===== src/rtl/pwm_duty_decoder_if.sv =====
// PWM line plus decoded-result bundle between a PWM source/observer and the
// duty decoder. The master drives the PWM line and watches the results; the
// slave (the decoder) samples the line and publishes the results.
interface pwm_duty_decoder_if;
  logic       pwm_in;
  logic [3:0] code;
  logic       code_valid;
  logic       period_err;
  logic       idle;
  logic       locked;

  modport master (
    output pwm_in,
    input  code,
    input  code_valid,
    input  period_err,
    input  idle,
    input  locked
  );

  modport slave (
    input  pwm_in,
    output code,
    output code_valid,
    output period_err,
    output idle,
    output locked
  );
endinterface


===== src/rtl/pwm_duty_decoder.sv =====
// PWM duty decoder: recovers the 4-bit duty code from an asynchronous PWM
// line by measuring high time and rise-to-rise period, quantising the high
// time into STEP-sized units with round-half-up, and flagging period errors,
// static (idle) lines and a stable (locked) code.
module pwm_duty_decoder #(
  parameter int PERIOD = 27000,
  parameter int STEP   = PERIOD / 16,
  parameter int TOL    = 256,
  parameter int CNT_W  = 16
) (
  input logic              clk,
  input logic              rst_n,
  pwm_duty_decoder_if.slave pwm
);

  localparam int LEN_W = CNT_W + 1;
  localparam logic [CNT_W-1:0] STEP_LAST = CNT_W'(STEP - 1);
  localparam logic [CNT_W-1:0] STEP_HALF = CNT_W'(STEP / 2);
  localparam logic [CNT_W-1:0] TIMEOUT   = CNT_W'(PERIOD + TOL);
  localparam logic [LEN_W-1:0] NOM_LEN   = LEN_W'(PERIOD + 1);
  localparam logic [LEN_W-1:0] TOL_LEN   = LEN_W'(TOL);

  typedef enum logic [1:0] {
    WAIT_EDGE,
    MEASURE,
    EMIT
  } state_t;

  state_t state;
  state_t state_next;

  logic s1;
  logic s2;
  logic s2_d;
  logic rise;
  logic timeout;
  logic frame_end;
  logic idle_end;

  logic [CNT_W-1:0] period_cnt;
  logic [CNT_W-1:0] step_cnt;
  logic [3:0]       quanta;

  logic [LEN_W-1:0] frame_len;
  logic [LEN_W-1:0] len_diff;
  logic [4:0]       rounded;
  logic [3:0]       frame_code;
  logic             frame_err;

  logic [3:0] pend_code;
  logic       pend_err;
  logic       pend_idle;
  logic       prev_ok;

  logic [3:0] code_q;
  logic       valid_q;
  logic       err_q;
  logic       idle_q;
  logic       locked_q;

  assign rise    = s2 & ~s2_d;
  assign timeout = (period_cnt == TIMEOUT);

  // Two-flop synchroniser for the asynchronous line, plus a delayed copy for edge detection
  always_ff @(posedge clk) begin
    if (!rst_n) begin
      s1   <= 1'b0;
      s2   <= 1'b0;
      s2_d <= 1'b0;
    end else begin
      s1   <= pwm.pwm_in;
      s2   <= s1;
      s2_d <= s2;
    end
  end

  // FSM state register
  always_ff @(posedge clk) begin
    if (!rst_n) begin
      state <= WAIT_EDGE;
    end else begin
      state <= state_next;
    end
  end

  // Next-state logic; a rise beats a simultaneous timeout so that frame stays normal
  always_comb begin
    state_next = state;
    frame_end  = 1'b0;
    idle_end   = 1'b0;
    case (state)
      WAIT_EDGE: begin
        if (rise) begin
          state_next = MEASURE;
        end
      end
      MEASURE: begin
        if (rise) begin
          state_next = EMIT;
          frame_end  = 1'b1;
        end else if (timeout) begin
          state_next = EMIT;
          frame_end  = 1'b1;
          idle_end   = 1'b1;
        end
      end
      EMIT: begin
        state_next = MEASURE;
      end
      default: begin
        state_next = WAIT_EDGE;
      end
    endcase
  end

  // Frame result from the running counters: rounded, saturated code and period check
  always_comb begin
    frame_len = {1'b0, period_cnt} + LEN_W'(1);
    if (frame_len > NOM_LEN) begin
      len_diff = frame_len - NOM_LEN;
    end else begin
      len_diff = NOM_LEN - frame_len;
    end
    frame_err  = (len_diff > TOL_LEN);
    rounded    = {1'b0, quanta} + ((step_cnt >= STEP_HALF) ? 5'd1 : 5'd0);
    frame_code = rounded[4] ? 4'd15 : rounded[3:0];
  end

  // Period and high-time counters; the frame-starting rise cycle restarts them at zero
  // and the EMIT cycle already counts towards the new frame, so no cycle is lost
  always_ff @(posedge clk) begin
    if (!rst_n) begin
      period_cnt <= '0;
      step_cnt   <= '0;
      quanta     <= '0;
    end else if ((state == WAIT_EDGE && rise) || frame_end) begin
      period_cnt <= '0;
      step_cnt   <= '0;
      quanta     <= '0;
    end else if (state != WAIT_EDGE) begin
      period_cnt <= period_cnt + CNT_W'(1);
      if (s2) begin
        if (step_cnt == STEP_LAST) begin
          step_cnt <= '0;
          if (quanta != 4'd15) begin
            quanta <= quanta + 4'd1;
          end
        end else begin
          step_cnt <= step_cnt + CNT_W'(1);
        end
      end
    end
  end

  // Capture the finished frame's result for publication in the EMIT cycle
  always_ff @(posedge clk) begin
    if (!rst_n) begin
      pend_code <= '0;
      pend_err  <= 1'b0;
      pend_idle <= 1'b0;
    end else if (frame_end) begin
      if (idle_end) begin
        pend_code <= s2 ? 4'd15 : 4'd0;
        pend_err  <= 1'b0;
        pend_idle <= 1'b1;
      end else begin
        pend_code <= frame_code;
        pend_err  <= frame_err;
        pend_idle <= 1'b0;
      end
    end
  end

  // Publish results and the valid pulse; lock needs two good frames with the same code
  always_ff @(posedge clk) begin
    if (!rst_n) begin
      code_q   <= '0;
      valid_q  <= 1'b0;
      err_q    <= 1'b0;
      idle_q   <= 1'b0;
      locked_q <= 1'b0;
      prev_ok  <= 1'b0;
    end else begin
      valid_q <= (state == EMIT);
      if (state == EMIT) begin
        code_q   <= pend_code;
        err_q    <= pend_err;
        idle_q   <= pend_idle;
        locked_q <= !pend_idle && !pend_err && prev_ok && (pend_code == code_q);
        prev_ok  <= !pend_idle && !pend_err;
      end
    end
  end

  assign pwm.code       = code_q;
  assign pwm.code_valid = valid_q;
  assign pwm.period_err = err_q;
  assign pwm.idle       = idle_q;
  assign pwm.locked     = locked_q;

endmodule


===== src/flat_wrapper.sv =====
// flat-port wrapper written by rule: the top's interface ports become plain ports
module pwm_duty_decoder_flat 
#(
  parameter int PERIOD = 27000,
  parameter int STEP   = PERIOD / 16,
  parameter int TOL    = 256,
  parameter int CNT_W  = 16
)
  (clk, rst_n, pwm_pwm_in, pwm_code, pwm_code_valid, pwm_period_err, pwm_idle, pwm_locked);
  pwm_duty_decoder_if pwm_i ();
  input logic clk;
  input logic rst_n;
  input wire logic [$bits(pwm_i.pwm_in)-1:0] pwm_pwm_in;
  output wire logic [$bits(pwm_i.code)-1:0] pwm_code;
  output wire logic [$bits(pwm_i.code_valid)-1:0] pwm_code_valid;
  output wire logic [$bits(pwm_i.period_err)-1:0] pwm_period_err;
  output wire logic [$bits(pwm_i.idle)-1:0] pwm_idle;
  output wire logic [$bits(pwm_i.locked)-1:0] pwm_locked;
  assign pwm_i.pwm_in = pwm_pwm_in;
  assign pwm_code = pwm_i.code;
  assign pwm_code_valid = pwm_i.code_valid;
  assign pwm_period_err = pwm_i.period_err;
  assign pwm_idle = pwm_i.idle;
  assign pwm_locked = pwm_i.locked;
  pwm_duty_decoder #(.PERIOD(PERIOD), .STEP(STEP), .TOL(TOL), .CNT_W(CNT_W)) u_core (.clk(clk), .rst_n(rst_n), .pwm(pwm_i));
endmodule

===== config.mk =====
export PLATFORM = sky130hd
export DESIGN_NAME = pwm_duty_decoder_flat
export DESIGN_NICKNAME = d
export VERILOG_FILES = /design/src/rtl/pwm_duty_decoder_if.sv /design/src/rtl/pwm_duty_decoder.sv /design/src/flat_wrapper.sv
export SDC_FILE = /design/constraint.sdc
export NUM_CORES = 1
export LEC_CHECK = 0
export CORE_MARGIN = 4
export CORE_UTILIZATION = 62
export DETAILED_ROUTE_END_ITERATION = 8
export GPL_TIMING_DRIVEN = 0
export PLACE_DENSITY = 0.8
export SLEW_MARGIN = 20
export SYNTH_ARGS = -nofsm -noshare
export SYNTH_HDL_FRONTEND = slang
export SYNTH_SLANG_ARGS = --single-unit

===== constraint.sdc =====
create_clock -name clk -period 3.79 [get_ports clk]
set_input_delay 1.137 -clock clk [delete_from_list [all_inputs] [get_ports clk]]
set_output_delay 1.137 -clock clk [all_outputs]
set_load 0.02 [all_outputs]

==> results.py <==
metrics = {
    "route": {
        "firstDrtPassIters": 5,
        "vias": 3272,
        "routed_wl_microns": 7930,
        "dr.first_iter.drc_count": 206,
        "ant_nets": 0,
        "drt-wirelength-per-cell_microns": 14.24,
        "avgViaCountPerCell": 5.874,
        "drc": 0,
    },
    "sta": {
        "timing_hold_violations_final": 0,
        "worst_pin_slew_ns": 0.5612,
        "rsz0062_at_grt": "false",
        "worst_slack_ns": 0.2739,
        "max_freq_ghz": 0.2844,
        "period_share_pct": 92.77,
        "max_slew_margin_pct": 62.32,
        "slew_viol_final": 0,
        "final.min_clock_period_ns": 3.516,
        "fin_skew_ns": 0.009712,
        "finalSetupTns_ns": 0,
        "setup-violations-final": 0,
    },
    "cts": {
        "tritoncts": "built",
        "cts.sinks": 56,
        "path_clk_slew_ns": 0.10,
        "clk_latency_ns": 0.32,
        "max-clock-path-buffers": 2,
        "cts-root-buf": "clkbuf_8",
        "htree_levels": 2,
        "numCtsBuffers": 5,
    },
    "layout": {
        "final_util_pct": 70.64,
        "drive_gt1_share_pct": 9.691,
        "nets": 495,
        "area_delta_synth_final_pct": 7.856,
        "n_fill_cell": 485,
        "antenna_cells": 0,
    },
    "floorplan": {
        "core-area_sq_mm": 0.005642,
        "die_h_microns": 85.20,
        "die_x_microns": 85.20,
        "ios": 11,
        "num_rows": 27,
        "initial_core_util_pct": 65.49,
        "dieArea_sq_mm": 0.007258,
    },
    "grt": {
        "top_usage_layer": "met2",
        "grt_max_degree": 19,
        "grt_usage_pct": 23.27,
        "first_global_vias": 3088,
        "use_met1_pct": 32.70,
        "grt.overflow.total": 0,
        "met2_usage_pct": 36.79,
        "grt_antenna_before_repair": 0,
        "grt_pass1_wl_microns": 14120,
        "use_met3_pct": 3.495,
    },
    "worst_setup_path": {
        "cp-end-kind": "flip-flop",
        "worstRegToRegCells": 16,
        "path_class": "flip-flop to flip-flop",
        "arrival_ns": 3.72,
        "cp_max_fo": 10,
        "start_kind": "flip-flop",
        "rrSetupSlack_ns": 0.27,
        "required_ns": 3.99,
    },
    "power_and_ir_drop": {
        "p_per_area_mw_per_mm2": 243.5,
        "ir_drop_mv": 0.2129,
        "p_leak_nw": 1.339,
        "total_power_uw": 970.4,
    },
    "yosys": {
        "synth.net_count": 478,
        "postSynthRegisterBits": 56,
        "synth_cell_types": 70,
        "synth_edf_count": 0,
        "yosysSeqAreaShare_pct": 30.34,
        "syn_area_per_cell_sq_um": 7.912,
        "syn_inst": 467,
        "ys_warn_count": 0,
        "async_flop_share_pct": 0,
        "netlist_area_sq_mm": 0.003695,
        "synth-main-ff-cell": "dfxtp_1",
    },
    "min_path": {
        "min_path_type": "flip-flop to flip-flop",
        "hold_depth": 1,
    },
    "place": {
        "pre_cts_ws_ns": 0.09793,
        "io_buffers": 10,
        "gp_congestion": 0.9137,
        "detailed_place_hpwl_microns": 6019,
    },
    "run_status": {
        "status": "complete, no violations",
    },
    "job": {
        "maxCapViolCount": 0,
    },
}
[cells in the final DEF (no fill, tap or decap), types with 3 or more instances in the layout]
master           netlist  layout
dfxtp_1               56      55
ha_1                   8       8
mux2i_1                5       5
xor2_1                28      28
or2_2                  4       4
nand2b_1               5       5
clkbuf_1              11      11
o21ai_0                8       8
inv_1                  8       8
and3_1                 4       4
a211oi_1               6       6
xnor2_1               31      31
or3_1                  4       4
nor2_1                76      76
nand3_1               16      16
nor4_1                 5       5
a31oi_1                4       4
buf_6                  3       3
clkdlybuf4s50_1        0      10
nor3b_1                3       3
and2_1                 8       8
nand4_1               15      15
or4_1                  6       6
buf_4                  5       5
buf_2                  4       4
clkbuf_8               0       5
o211ai_1               4       4
a21oi_1               19      19
nor3_1                19      19
nor2b_1                4       4
nand2_1               46      46
[metrics by stage]
step | cells | instance area (sq um) | hold slack, ns
final | 557 | 3985 | 0.4372
after CTS | 557 | 3976 | 0.4433
after global routing | 557 | 3985 | 0.4660
after floorplan | 467 | 3695 | 0.4118
after global placement | 549 | 3885 | 0.4138
after detailed placement | 549 | 3885 | 0.4230
[what timing repair did]
| item | in CTS | in global routing |
|---|---|---|
| hold buffers | 0 | 0 |
| endpoints found under the hold margin | 0 | 0 |
| gates resized for setup | 0 | 2 |
| endpoints found under the setup margin | 0 | 1 |
| buffers inserted | 0 | 0 |
[synthesized netlist by cell type (all sizes together) (3+ instances only)]
cell     n  area share (%)
xor2    28             6.6
mux2i    5             1.4
and2     8             1.4
nor3    22             3.6
inv      8            0.81
nor2b    4            0.68
clkbuf  12             1.3
or4      7             1.5
a21oi   20             2.8
nand4   16             3.1
a31oi    4            0.68
or3      4            0.68
o21ai   10             1.7
nand2b   5            0.85
dfxtp   56              30
buf     12             2.5
xnor2   31             7.3
a211oi   6             1.2
nor4     7             1.5
nor3b    3            0.61
nand3   19             3.2
and3     5            0.98
nand2   48             5.1
or2      4            0.68
o211ai   5             1.2
ha       8             2.7
nor2    79             8.5
[final timing paths]
path,start,to
hold / removal,u_core.s1$_SDFF_PN0_,u_core.s2$_SDFF_PN0_
hold reg to reg,u_core.s1$_SDFF_PN0_,u_core.s2$_SDFF_PN0_
setup reg to reg,u_core.period_cnt[0]$_SDFFE_PP0N_,u_core.pend_err$_SDFFE_PN0P_
setup / recovery,u_core.period_cnt[0]$_SDFFE_PP0N_,u_core.pend_err$_SDFFE_PN0P_
[layer usage]
metal	vias up	part of all wire [%]
met1	1523	49
li1	1660	-
met5	-	0
met3	8	5.5
met4	0	0.96
met2	81	45
[sequential cells by signal, summed over array words and instances (netlist names), 2 cells and up]
signal and flops:
u_core.quanta 4, u_core.pend_code 4, u_core.pwm.code 4, u_core.step_cnt 16, u_core.state 2, u_core.period_cnt 16
[cell families (layout without fill, tap and decap cells)]
family / count (synthesis) / count (layout) / share of synthesized area (%)
and+or+nand+nor: 240 / 240 / 34.51
xor gates and xnor gates: 59 / 59 / 13.99
muxes: 6 / 6 / 1.659
adders and majority gates: 8 / 8 / 2.709
AOI/OAI and AO/OA: 66 / 66 / 12.19
DFF: 56 / 56 / 30.34
buffers and inverters: 32 / 50 / 4.606
[worst max-delay path: stages (launching register included)]
cell and delay [ns]:
dfxtp_2 0.45, ha_1 0.17, buf_2 0.18, xor2_1 0.29, inv_1 0.08, ha_1 0.18
clkbuf_4 0.18, nand2_1 0.10, a41oi_1 0.21, o21ai_4 0.27, a21oi_4 0.11, nor2_4 0.27
buf_6 0.19, mux2i_1 0.19, nand4b_1 0.11, o31ai_1 0.30, a31oi_1 0.11
[where the power goes]
part           internal, mW  switching (mW)  total (mW)
Combinational        0.0154          0.0283      0.0437
Clock                 0.133           0.198       0.330
Sequential            0.592         0.00472       0.596
[area by class of cell]
cell class	count	area (sq um)	share of cell area (%)
Clock buffer	5	68.82	1.727
Sequential cell	56	1122	28.16
Tap cell	72	90.09	2.261
Timing Repair Buffer	10	100.1	2.512
Buffer	24	140.1	3.516
Multi-Input combinational cell	379	2411	60.50
Clock inverter	3	22.52	0.5651
Inverter	8	30.03	0.7535
(Power assumes the default switching activity.)
